### src/rtl/pixel_adc_sequencer.sv
// ============================================================================
// Module     : pixel_adc_sequencer
// Description: Single-slope pixel column controller: erase, expose, ramp
//              conversion and valid/ready readout of one code per pixel.
//              Optional macro PIXEL_ADC_SEQUENCER_INVERT_EN inverts out_data.
// Revision   : 1.0 - initial release
// ============================================================================
`default_nettype none

module pixel_adc_sequencer #(
  parameter int PIXEL_COUNT   = 4,
  parameter int PIXEL_BITS    = 8,
  parameter int ERASE_CYCLES  = 4,
  parameter int EXPOSE_CYCLES = 16,
  localparam int IDX_W        = (PIXEL_COUNT > 1) ? $clog2(PIXEL_COUNT) : 1
) (
  input  logic                   clk,
  input  logic                   reset,
  input  logic                   start,
  output logic                   busy,
  output logic                   ERASE,
  output logic                   EXPOSE,
  output logic                   RAMP,
  input  logic [PIXEL_COUNT-1:0] CMP,
  output logic                   out_valid,
  input  logic                   out_ready,
  output logic [PIXEL_BITS-1:0]  out_data,
  output logic [IDX_W-1:0]       out_index,
  output logic                   out_last
);

  localparam int CODE_MAX = (2 ** PIXEL_BITS) - 1;
  localparam int P_W      = PIXEL_BITS + 1;
  localparam int CNT_MAX  = (ERASE_CYCLES > EXPOSE_CYCLES) ? ERASE_CYCLES : EXPOSE_CYCLES;
  localparam int CNT_W    = (CNT_MAX > 1) ? $clog2(CNT_MAX) : 1;

  typedef enum logic [2:0] {
    S_IDLE    = 3'd0,
    S_ERASE   = 3'd1,
    S_EXPOSE  = 3'd2,
    S_RAMP_HI = 3'd3,
    S_RAMP_LO = 3'd4,
    S_READOUT = 3'd5
  } state_t;

  state_t           state_q, state_d;
  logic [CNT_W-1:0] cnt_q, cnt_d;
  logic [P_W-1:0]   p_q, p_d;
  logic [IDX_W-1:0] idx_q, idx_d;
  logic             valid_q, valid_d;
  logic             busy_q, busy_d;
  logic             erase_q, erase_d;
  logic             expose_q, expose_d;
  logic             ramp_q, ramp_d;

  logic [PIXEL_COUNT-1:0] trip_next;
  logic [PIXEL_BITS-1:0]  code_arr [PIXEL_COUNT];
  logic                   all_tripped;
  logic [PIXEL_BITS-1:0]  sel_code;

  assign all_tripped = &trip_next;

  // Per-pixel tripped flag and code latch; ERASE preloads the full-scale code
  // so a pixel that never trips reads out as 2^PIXEL_BITS-1.
  generate
    for (genvar gi = 0; gi < PIXEL_COUNT; gi++) begin : g_pixel
      logic                  trip_q, trip_d;
      logic [PIXEL_BITS-1:0] code_q, code_d;

      always_comb begin
        trip_d = trip_q;
        code_d = code_q;
        if (state_q == S_ERASE) begin
          trip_d = 1'b0;
          code_d = '1;
        end else if (state_q == S_RAMP_LO && CMP[gi] && !trip_q) begin
          trip_d = 1'b1;
          code_d = p_q[PIXEL_BITS-1:0];
        end
      end

      always_ff @(posedge clk or posedge reset) begin
        if (reset) begin
          trip_q <= 1'b0;
          code_q <= '0;
        end else begin
          trip_q <= trip_d;
          code_q <= code_d;
        end
      end

      assign trip_next[gi] = trip_d;
      assign code_arr[gi]  = code_q;
    end
  endgenerate

  always_comb begin
    state_d = state_q;
    cnt_d   = cnt_q;
    p_d     = p_q;
    idx_d   = idx_q;
    valid_d = valid_q;
    case (state_q)
      S_IDLE: begin
        if (start) begin
          state_d = S_ERASE;
          cnt_d   = '0;
        end
      end
      S_ERASE: begin
        p_d = '0;
        if (cnt_q == CNT_W'(ERASE_CYCLES - 1)) begin
          state_d = S_EXPOSE;
          cnt_d   = '0;
        end else begin
          cnt_d = cnt_q + 1'b1;
        end
      end
      S_EXPOSE: begin
        if (cnt_q == CNT_W'(EXPOSE_CYCLES - 1)) begin
          state_d = S_RAMP_HI;
          cnt_d   = '0;
        end else begin
          cnt_d = cnt_q + 1'b1;
        end
      end
      S_RAMP_HI: begin
        state_d = S_RAMP_LO;
      end
      S_RAMP_LO: begin
        p_d = p_q + 1'b1;
        if (all_tripped || p_q == P_W'(CODE_MAX)) begin
          state_d = S_READOUT;
          idx_d   = '0;
          valid_d = 1'b1;
        end else begin
          state_d = S_RAMP_HI;
        end
      end
      S_READOUT: begin
        if (valid_q && out_ready) begin
          if (idx_q == IDX_W'(PIXEL_COUNT - 1)) begin
            state_d = S_IDLE;
            idx_d   = '0;
            valid_d = 1'b0;
          end else begin
            idx_d = idx_q + 1'b1;
          end
        end
      end
      default: begin
        state_d = S_IDLE;
        valid_d = 1'b0;
        idx_d   = '0;
      end
    endcase

    // Pin drives are registered copies of the next state so they line up
    // exactly with the state they belong to.
    busy_d   = (state_d != S_IDLE);
    erase_d  = (state_d == S_ERASE);
    expose_d = (state_d == S_EXPOSE);
    ramp_d   = (state_d == S_RAMP_HI);
  end

  always_ff @(posedge clk or posedge reset) begin
    if (reset) begin
      state_q  <= S_IDLE;
      cnt_q    <= '0;
      p_q      <= '0;
      idx_q    <= '0;
      valid_q  <= 1'b0;
      busy_q   <= 1'b0;
      erase_q  <= 1'b0;
      expose_q <= 1'b0;
      ramp_q   <= 1'b0;
    end else begin
      state_q  <= state_d;
      cnt_q    <= cnt_d;
      p_q      <= p_d;
      idx_q    <= idx_d;
      valid_q  <= valid_d;
      busy_q   <= busy_d;
      erase_q  <= erase_d;
      expose_q <= expose_d;
      ramp_q   <= ramp_d;
    end
  end

  always_comb begin
    sel_code = code_arr[idx_q];
`ifdef PIXEL_ADC_SEQUENCER_INVERT_EN
    out_data = valid_q ? (PIXEL_BITS'(CODE_MAX) - sel_code) : '0;
`else
    out_data = valid_q ? sel_code : '0;
`endif
  end

  assign busy      = busy_q;
  assign ERASE     = erase_q;
  assign EXPOSE    = expose_q;
  assign RAMP      = ramp_q;
  assign out_valid = valid_q;
  assign out_index = idx_q;
  assign out_last  = valid_q && (idx_q == IDX_W'(PIXEL_COUNT - 1));

endmodule

`default_nettype wire
### config.mk
export PLATFORM = sky130hd
export DESIGN_NAME = pixel_adc_sequencer
export DESIGN_NICKNAME = d
export VERILOG_FILES = /design/src/rtl/pixel_adc_sequencer.sv
export SDC_FILE = /design/constraint.sdc
export NUM_CORES = 1
export LEC_CHECK = 0
export CORE_MARGIN = 2
export CORE_UTILIZATION = 45
export DETAILED_ROUTE_END_ITERATION = 8
export GPL_TIMING_DRIVEN = 0
export HOLD_SLACK_MARGIN = 0.1
export SYNTH_ARGS = -nofsm -noshare
export SYNTH_HDL_FRONTEND = slang
export SYNTH_SLANG_ARGS = --single-unit
### constraint.sdc
create_clock -name clk -period 2.8 [get_ports clk]
set_input_delay 0.84 -clock clk [delete_from_list [all_inputs] [get_ports clk]]
set_output_delay 0.84 -clock clk [all_outputs]
set_load 0.02 [all_outputs]
==> results of run 1 <==
## final cells by class
class | count | area (um2)
Sequential cell | 59 | 1480
Timing Repair Buffer | 25 | 248
Inverter | 11 | 41.3
Tap cell | 77 | 96.3
Clock inverter | 5 | 75.1
Clock buffer | 11 | 151
Multi-Input combinational cell | 206 | 1430
Fill cell | 605 | 2810
Buffer | 18 | 101
## cell usage after synthesis (all sizes together), types with 2 or more instances
master / n
mux2i: 26
nor3: 2
buf: 7
and3: 4
nand2b: 4
o22ai: 2
clkbuf: 12
and2: 9
a31oi: 4
or2: 2
nor2: 11
ha: 4
mux4: 8
o211ai: 2
o31ai: 2
o21ai: 20
inv: 11
nor3b: 3
nand3: 15
or3b: 2
nor2b: 2
o211a: 2
nand2: 51
dfrtp: 59
nor4bb: 2
nand4: 3
a211oi: 2
nand3b: 7
a21oi: 7
## state kept, by name, summed over array words and instances (netlist names), 2 cells and up
signal,count
cnt_q,4
g_pixel.code_q,32
g_pixel.trip_q,4
out_index,2
p_q,9
state_q,3
## kinds of logic (layout without fill, tap and decap cells)
group / after synthesis / count (layout) / share of synthesized area (%)
and+or+nand+nor: 120 / 120 / 20.9
DFF: 59 / 59 / 48.6
xor gates and xnor gates: 1 / 1 / 0.288
buffers and inverters: 30 / 70 / 4.37
adders and majority gates: 4 / 4 / 1.65
AOI/OAI and AO/OA: 47 / 47 / 9.64
muxes: 34 / 34 / 14.5
## path summary, 6_finish.rpt
path | startpoint | end | slack, ns | cells past startpoint
setup / recovery | out_index[0] | out_data[2] | 0.07 | 4
hold / removal | p_q[8] | p_q[8] | 0.48 | 2
setup reg to reg | p_q[4] | RAMP | 0.74 | 8
hold reg to reg | p_q[8] | p_q[8] | 0.48 | 2
max in group asynchronous | reset | p_q[7] | 1.34 | 3
min in group asynchronous | reset | g_pixel[1].code_q[0] | 0.87 | 2
## what timing repair did
item	CTS	global route
pin swaps	0	0
resized for setup	12	1
cloned	0	0
setup endpoints to repair	9	1
endpoints found under the hold margin	0	0
buffers inserted	1	0
## routing by layer
| layer | global-route usage [%] | vias up | routed length [um] |
|---|---|---|---|
| met2 | 31.1 | 29 | 3010 |
| met4 | 8.95 | 0 | 140 |
| met3 | 3.75 | 10 | 162 |
| met5 | 0 | - | 0 |
| met1 | 28.8 | 1093 | 3420 |
| li1 | - | 1112 | - |
## power by group
| group | total (mW) | internal [mW] | switching (mW) |
|---|---|---|---|
| Sequential | 1.18 | 1.04 | 0.140 |
| Clock | 0.886 | 0.545 | 0.341 |
| Combinational | 1.11 | 0.460 | 0.645 |
## critical path: cells and delay by family, from the launching register on
kind / cells / cell delay (ns)
flops: 1 / 0.39
simple gates: 1 / 0.17
mux: 1 / 0.50
buf+inv: 2 / 0.48
## stage by stage
step                cell area [um2]  hold WS (ns)  worst slack (ns)
floorplan                      3040         0.450             0.429
global placement               3360         0.468            -0.655
detailed placement             3380         0.474           -0.0556
CTS                            3610         0.488            0.0310
global route                   3620         0.526           0.00362
finish                         3620         0.482            0.0710
==> flow_summary.yaml, run 1 <==
setup_path:
  cp-start-kind: "register"
  required_ns: 1.96
  critPathArrivalTime_ns: 1.89
  crit_slowest_cell: "mux4_2"
  path_max_fanout: 10
  crit_chain: "buf_8 -> mux4_2 -> and2_1 -> dlygate4sd2_1"
  critPathKind: "reg2out"
  critPathCaptureType: "output pin"
  cpPeakStageDelay_ns: 0.50
clock_network:
  clkLatencyLatePin_ns: 0.34
  clk_pin_slew_ns: 0.07
  cts_hold_buf: 0
  h-tree-depth: 3
  cts_max_path_buffers: 2
  cts_tree: "yes"
  cts_buffers: 9
  cts_root_buffer: "clkbuf_8"
  cts.sinks: 59
floorplan:
  ioPinCount: 24
  num_rows: 29
  start_util_pct: 47.3
  die-area_um2: 7420
  chipWidth_um: 86.1
  die_h_um: 86.1
  core_area_um2: 6420
final_layout:
  finish.utilization_pct: 56.3
  finalNonFillerCells: 412
  final_nets: 342
  diodes: 0
  drive_above_1_share_pct: 11.6
  mostFrequentLayoutCell: "dfrtp_1"
  layout_common_cells: "59 x dfrtp_1, 51 x nand2_1, 26 x mux2i_1"
  syn2layout_area_growth_pct: 19.1
synthesis:
  yosys.area.top_type: "dfrtp_1"
  synth_cell_types: 45
  synth_edf_count: 0
  synthArstFlopShare_pct: 100
  syn_inst: 295
  synth_area_um2: 3040
  synth-main-ff-cell: "dfrtp_1"
  ys_ff_latch: 59
  yosys-top-cells-area: "dfrtp_1 49%, mux2i_1 8.6%, nand2_1 6.3%, mux4_2 5.9%, nand3_1 2.5%"
  synth-seq-area-share_pct: 48.6
  yosysWarningCount: 0
  netlist.area_leader.share_pct: 48.6
  synth_nets: 307
  syn_avg_cell_area_um2: 10.3
global_routing:
  overflow: 0
  grt_pass1_vias: 2340
  grt_max_degree: 35
  antenna_found_initial: 0
  grt.total_usage_pct: 20.5
  grt_pass1_wl_mm: 11.6
placed_design:
  numPortBuffers: 23
  dp_cells: 396
  hpwl_mm: 4.62
  place_congestion: 0.794
power_and_ir_drop:
  power_density_nw_per_um2: 877
  p_leak_nw: 1.64
  ir_drop_mv: 0.465
  total_power_mw: 3.17
run_status:
  status: "finished clean"
worst_hold_path:
  hp-class: "reg2reg"
routing:
  via_per_inst: 5.45
  drc: 0
  first_iter_violations: 147
  wire_per_inst_um: 16.3
  antenna_left: 0
  dr_total_vias: 2244
  drt-total-wl_mm: 6.72
  drtPass1Iterations: 4
sta:
  finClkSkew_ns: 0.00707
  finalSetupViolations: 0
  max_freq_ghz: 0.366
  rsz0062_at_grt: "false"
  finalHoldViolCount: 0
  relSlewSlack_pct: 46.4
  maxSlewViolCount: 0
  finalCritPeriodShare_pct: 97.5
  final.min_clock_period_ns: 2.73
  setup_tns_ns: 0
  worst_pin_slew_ns: 0.804
run:
  drv_cap: 0
Power figures use the tool's default switching activity.
==> inputs of run 2 (changes only) <==
RECOVER_POWER = 25   (was default)
clock period = 3.2 ns   (was 2.8 ns; I/O delays follow)
==> flow_summary.yaml, run 2 (same netlist as run 1, synthesis figures left out) <==
run:
  drv_cap: 0
floorplan:
  die_h_um: 86.1
  start_util_pct: 47.3
  ioPinCount: 24
  chipWidth_um: 86.1
  die-area_um2: 7420
  core_area_um2: 6420
  num_rows: 29
sta:
  finalSetupViolations: 0
  final.min_clock_period_ns: 3.11
  rsz0062_at_grt: "false"
  whs_ns: 0.481
  finalCritPeriodShare_pct: 97.2
  finalHoldViolCount: 0
  maxSlewViolCount: 0
  max_freq_ghz: 0.322
  relSlewSlack_pct: 34.3
  finClkSkew_ns: 0.00584
  worst_pin_slew_ns: 0.985
routing:
  dr_total_vias: 2251
  first_iter_violations: 117
  drt-total-wl_mm: 6.68
  drc: 0
  via_per_inst: 5.46
  antenna_left: 0
  wire_per_inst_um: 16.2
  drtPass1Iterations: 4
setup_path:
  critPathKind: "reg2out"
  path_max_fanout: 10
  setup.worst_path.start: "out_index[0]"
  crit_chain: "buf_6 -> mux4_2 -> and2_1 -> clkdlybuf4s50_1"
  required_ns: 2.24
  cpPeakStageDelay_ns: 0.53
  critPathCaptureType: "output pin"
  cp-start-kind: "register"
  worstReg2RegStart: "state_q[0]"
  crit_slowest_cell: "clkdlybuf4s50_1"
  critPathArrivalTime_ns: 2.15
  r2r_cells: 4
global_routing:
  overflow: 0
  grt_pass1_wl_mm: 11.6
  grt.total_usage_pct: 20.5
  grt_max_degree: 35
  antenna_found_initial: 0
  grt_pass1_vias: 2341
power_and_ir_drop:
  p_seq_share_pct: 37.5
  p_leak_nw: 1.61
  power_density_nw_per_um2: 765
  pwr-share-comb_pct: 34.4
  internal-power_mw: 1.78
  pwr-share-clk_pct: 28.1
  total_power_mw: 2.76
  switching_power_mw: 0.977
  p_sw_share_pct: 35.5
  ir_drop_mv: 0.408
final_layout:
  syn2layout_area_growth_pct: 18.6
  largest_register_ff_count: 32
  drive_above_1_share_pct: 11.0
  diodes: 0
  largest-register: "g_pixel.code_q"
  final_nets: 342
  largestRegisters: "g_pixel.code_q: 32 flops, p_q: 9 flops"
  layout_common_cells: "58 x dfrtp_1, 51 x nand2_1, 26 x mux2i_1"
  mostFrequentLayoutCell: "dfrtp_1"
  fillCellCount: 605
clock_network:
  cts_max_path_buffers: 2
  clkLatencyLatePin_ns: 0.34
  h-tree-depth: 3
  cts_tree: "yes"
  clk_pin_slew_ns: 0.07
  cts.sinks: 59
  cts_hold_buf: 0
  cts_buffers: 9
  cts_root_buffer: "clkbuf_8"
worst_hold_path:
  holdPathStages: 2
  hp-class: "reg2reg"
  hp-start: "p_q[8]"
run_status:
  status: "finished clean"
placed_design:
  place_congestion: 0.794
  numPortBuffers: 23
  hpwl_mm: 4.62
run 2: metrics by stage:
step | cells | setup slack [ns] | TNS (ns) | util (%) | instance area, um2
after floorplan | 295 | 0.709 | 0 | - | 3040
after global placement | 395 | -0.375 | -21.90 | 52.4 | 3360
after detailed placement | 396 | 0.224 | 0 | 52.7 | 3380
after CTS | 412 | 0.00891 | 0 | 56.3 | 3620
after global routing | 412 | 0.0194 | 0 | 56.1 | 3600
final | 412 | 0.0899 | 0 | 56.1 | 3600
run 2: area by class of cell:
class | instances | area (um2) | share of cell area [%]
Multi-Input combinational cell | 206 | 1420 | 39.5
Tap cell | 77 | 96.3 | 2.68
Sequential cell | 59 | 1480 | 41.0
Clock inverter | 5 | 75.1 | 2.08
Inverter | 11 | 41.3 | 1.15
Clock buffer | 11 | 151 | 4.20
Buffer | 19 | 98.8 | 2.74
Timing Repair Buffer | 24 | 238 | 6.60
run 2: routing by layer:
metal | track usage [%] | part of all wire, % | up-vias
met3 | 3.75 | 3.8 | 9
met5 | 0 | 0 | -
met2 | 30.9 | 44 | 41
met4 | 8.95 | 2.1 | 0
met1 | 29.0 | 50 | 1088
li1 | - | - | 1113
run 2: critical path: cells and delay by family, from the launching register on:
kind	cells	cell delay, ns
and+or+nand+nor	1	0.17
muxes	1	0.51
DFF	1	0.40
buffers and inverters	2	0.72
run 2: worst paths after layout:
kind                                        end  slack, ns
setup reg to reg                   out_index[0]       1.11
hold / removal                           p_q[8]       0.48
max in group asynchronous          out_index[0]       0.46
setup / recovery                    out_data[2]       0.09
min in group asynchronous  g_pixel[3].code_q[1]       1.28
hold reg to reg                          p_q[8]       0.48
run 2: power by group through the flow:
stage                     registers, mW  clock network (mW)  logic [mW]
after floorplan                    1.04                   0       0.669
after global placement             1.04                   0       0.947
after detailed placement           1.05                   0       0.955
after CTS                          1.03               0.791       0.967
after global routing               1.06               0.818        1.07
final                              1.03               0.774       0.949
run 2: what timing repair did:
item / CTS / global route
setup endpoints to repair: 8 / 7
gates resized for setup: 3 / 2
pin swaps: 0 / 0
gates cloned: 0 / 0
setup buffers: 0 / 0
==> inputs of run 3 (changes only) <==
ABC_AREA = 1   (was default)
==> flow_summary.yaml, run 3 <==
run_status:
  status: "finished clean"
setup_path:
  required_ns: 2.24
  critPathKind: "reg2out"
  r2r_setup_slack_ns: 1.12
  reg2reg_to: "g_pixel[1].code_q[2]"
  crit_slowest_cell: "clkdlybuf4s50_1"
  cpMostUsedCell: "a21oi_1"
  cp-start-kind: "register"
  setup.worst_path.start: "out_index[0]"
  r2r_cells: 8
  crit_chain: "clkbuf_2 -> a21oi_1 -> o21ai_0 -> a21oi_1 -> clkdlybuf4s50_1"
  critPathArrivalTime_ns: 2.11
  path_depth: 5
  critPathCaptureType: "output pin"
  critPathBufInv: 2
  critPathCapture: "out_data[4]"
  worstReg2RegStart: "state_q[2]"
  cpPeakStageDelay_ns: 0.63
  cp_top_family: "buffers and inverters"
  path_max_fanout: 10
power_and_ir_drop:
  switching_power_mw: 1.31
  p_leak_nw: 1.61
  power_density_nw_per_um2: 974
  ir_drop_mv: 0.361
  p_sw_share_pct: 39.6
  p_seq_share_pct: 35.6
  internal-power_mw: 2.00
  pwr-share-clk_pct: 23.0
  pwr-share-comb_pct: 41.4
synthesis:
  synth.most_common_cell: "nand2_1"
  yosys-top-cells-count: "71 x nand2_1, 59 x dfrtp_1, 47 x inv_1, 35 x o21ai_0, 29 x nor2_1"
  synthArstFlopShare_pct: 100
  synth-main-ff-cell: "dfrtp_1"
  synth-seq-area-share_pct: 51.7
  synth_area_um2: 2860
  syn_avg_cell_area_um2: 8.28
  synth_edf_count: 0
  yosysWarningCount: 0
  yosys.area.top_type: "dfrtp_1"
  syn_inst: 345
  synth_nets: 357
  netlist.area_leader.share_pct: 51.7
  yosys-top-cells-area: "dfrtp_1 52%, nand2_1 9.3%, inv_1 6.2%, o21ai_0 6.1%, a21oi_1 4.2%"
  ys_ff_latch: 59
  synth_cell_types: 27
final_layout:
  mostFrequentLayoutCell: "nand2_1"
  largestRegisters: "g_pixel.code_q: 32 flops, p_q: 9 flops"
  fillCellCount: 618
  layout_common_cells: "71 x nand2_1, 59 x dfrtp_1, 47 x inv_1"
  largest-register: "g_pixel.code_q"
  diodes: 0
  largest_register_ff_count: 32
  final_nets: 391
  seqCellArea_um2: 1480
  drive_above_1_share_pct: 10.7
  multi_input_area_um2: 1100
  syn2layout_area_growth_pct: 19.3
global_routing:
  overflow: 0
  grt_max_degree: 40
  antenna_found_initial: 0
  grt.total_usage_pct: 19.3
  grt_pass1_vias: 2232
  grt_pass1_wl_mm: 10.8
clock_network:
  cts_max_path_buffers: 2
  cts_root_buffer: "clkbuf_8"
  cts_tree: "yes"
  clk_pin_slew_ns: 0.07
  cts_buffers: 9
  clkLatencyLatePin_ns: 0.33
  cts_hold_buf: 0
  cts_resized: 8
  post_cts.repair.setup_buffers: 0
  h-tree-depth: 3
  cts.sinks: 59
sta:
  maxSlewViolCount: 0
  max_freq_ghz: 0.326
  finalHoldViolCount: 0
  relSlewSlack_pct: 38.6
  rsz0062_at_grt: "false"
  finClkSkew_ns: 0.00680
  worst_pin_slew_ns: 0.922
  finalCritPeriodShare_pct: 96.0
  setup_tns_ns: 0
  whs_ns: 0.465
  finalSetupViolations: 0
  final.min_clock_period_ns: 3.07
routing:
  drt-total-wl_mm: 6.15
  drtPass1Iterations: 4
  drc: 0
  antenna_left: 0
  first_iter_violations: 155
  dr_total_vias: 2331
  wire_per_inst_um: 13.3
  via_per_inst: 5.06
floorplan:
  chipWidth_um: 83.7
  die-area_um2: 7000
  ioPinCount: 24
  start_util_pct: 45.7
  num_rows: 29
  core_area_um2: 6240
  die_h_um: 83.7
placed_design:
  hpwl_mm: 4.76
  numPortBuffers: 23
  place_congestion: 0.823
worst_hold_path:
  hp-class: "reg2reg"
run:
  drv_cap: 0
[run 3: power groups by stage]
stage / logic [mW] / registers, mW / clock network, mW
after floorplan: 1.03 / 1.19 / 0
after global placement: 1.38 / 1.19 / 0
after detailed placement: 1.40 / 1.19 / 0
after CTS: 1.40 / 1.18 / 0.780
after global routing: 1.56 / 1.21 / 0.822
final: 1.37 / 1.18 / 0.762
[run 3: how the worst min path moves through the flow]
stage          startpoint  endpoint  depth (start not counted)  slack [ns]
3_3_place_gp       p_q[7]    p_q[7]                          1        0.45
3_5_place_dp       p_q[7]    p_q[7]                          1        0.46
2_1_floorplan      p_q[7]    p_q[7]                          1        0.44
6_report           p_q[7]    p_q[7]                          1        0.46
4_1_cts            p_q[7]    p_q[7]                          1        0.47
5_1_grt            p_q[7]    p_q[7]                          1        0.52
[run 3: stage by stage]
stage | util [%] | cell area, um2 | power (mW) | std cells | worst slack [ns]
global route | 54.6 | 3410 | 3.60 | 461 | 0.0243
finish | 54.6 | 3410 | 3.32 | 461 | 0.128
floorplan | - | 2860 | 2.22 | 345 | 0.734
CTS | 55.0 | 3430 | 3.36 | 462 | 0.00195
global placement | 51.0 | 3180 | 2.56 | 445 | -0.350
detailed placement | 51.3 | 3200 | 2.59 | 446 | 0.202
[run 3: logic make-up after synthesis]
logic type	count (synthesis)	synth area share, %
AOI/OAI and AO/OA	94	18.7
DFF	59	51.7
and+or+nand+nor	122	18.0
buffers and inverters	64	9.25
adders and majority gates	4	1.75
xor gates and xnor gates	2	0.614
[run 3: layer usage]
metal | global-route usage (%) | part of all wire (%)
met1 | 29.3 | 50
met2 | 27.6 | 46
met3 | 3.07 | 3.0
met4 | 7.48 | 1.0
met5 | 0 | 0
[run 3: area by class of cell]
cell class / count / share of cell area, %
Sequential cell: 59 / 43.4
Multi-Input combinational cell: 222 / 32.4
Clock inverter: 5 / 2.20
Timing Repair Buffer: 24 / 6.94
Buffer: 13 / 2.31
Inverter: 50 / 5.51
Clock buffer: 11 / 4.45
Tap cell: 77 / 2.83
[run 3: worst reg2reg max path, cell delays in order (launching register included)]
cell     delay, ns
dfrtp_1       0.36
buf_4         0.16
nor3_1        0.64
inv_2         0.19
buf_6         0.20
buf_2         0.19
nand2_1       0.11
nand2_1       0.06
o21ai_0       0.08
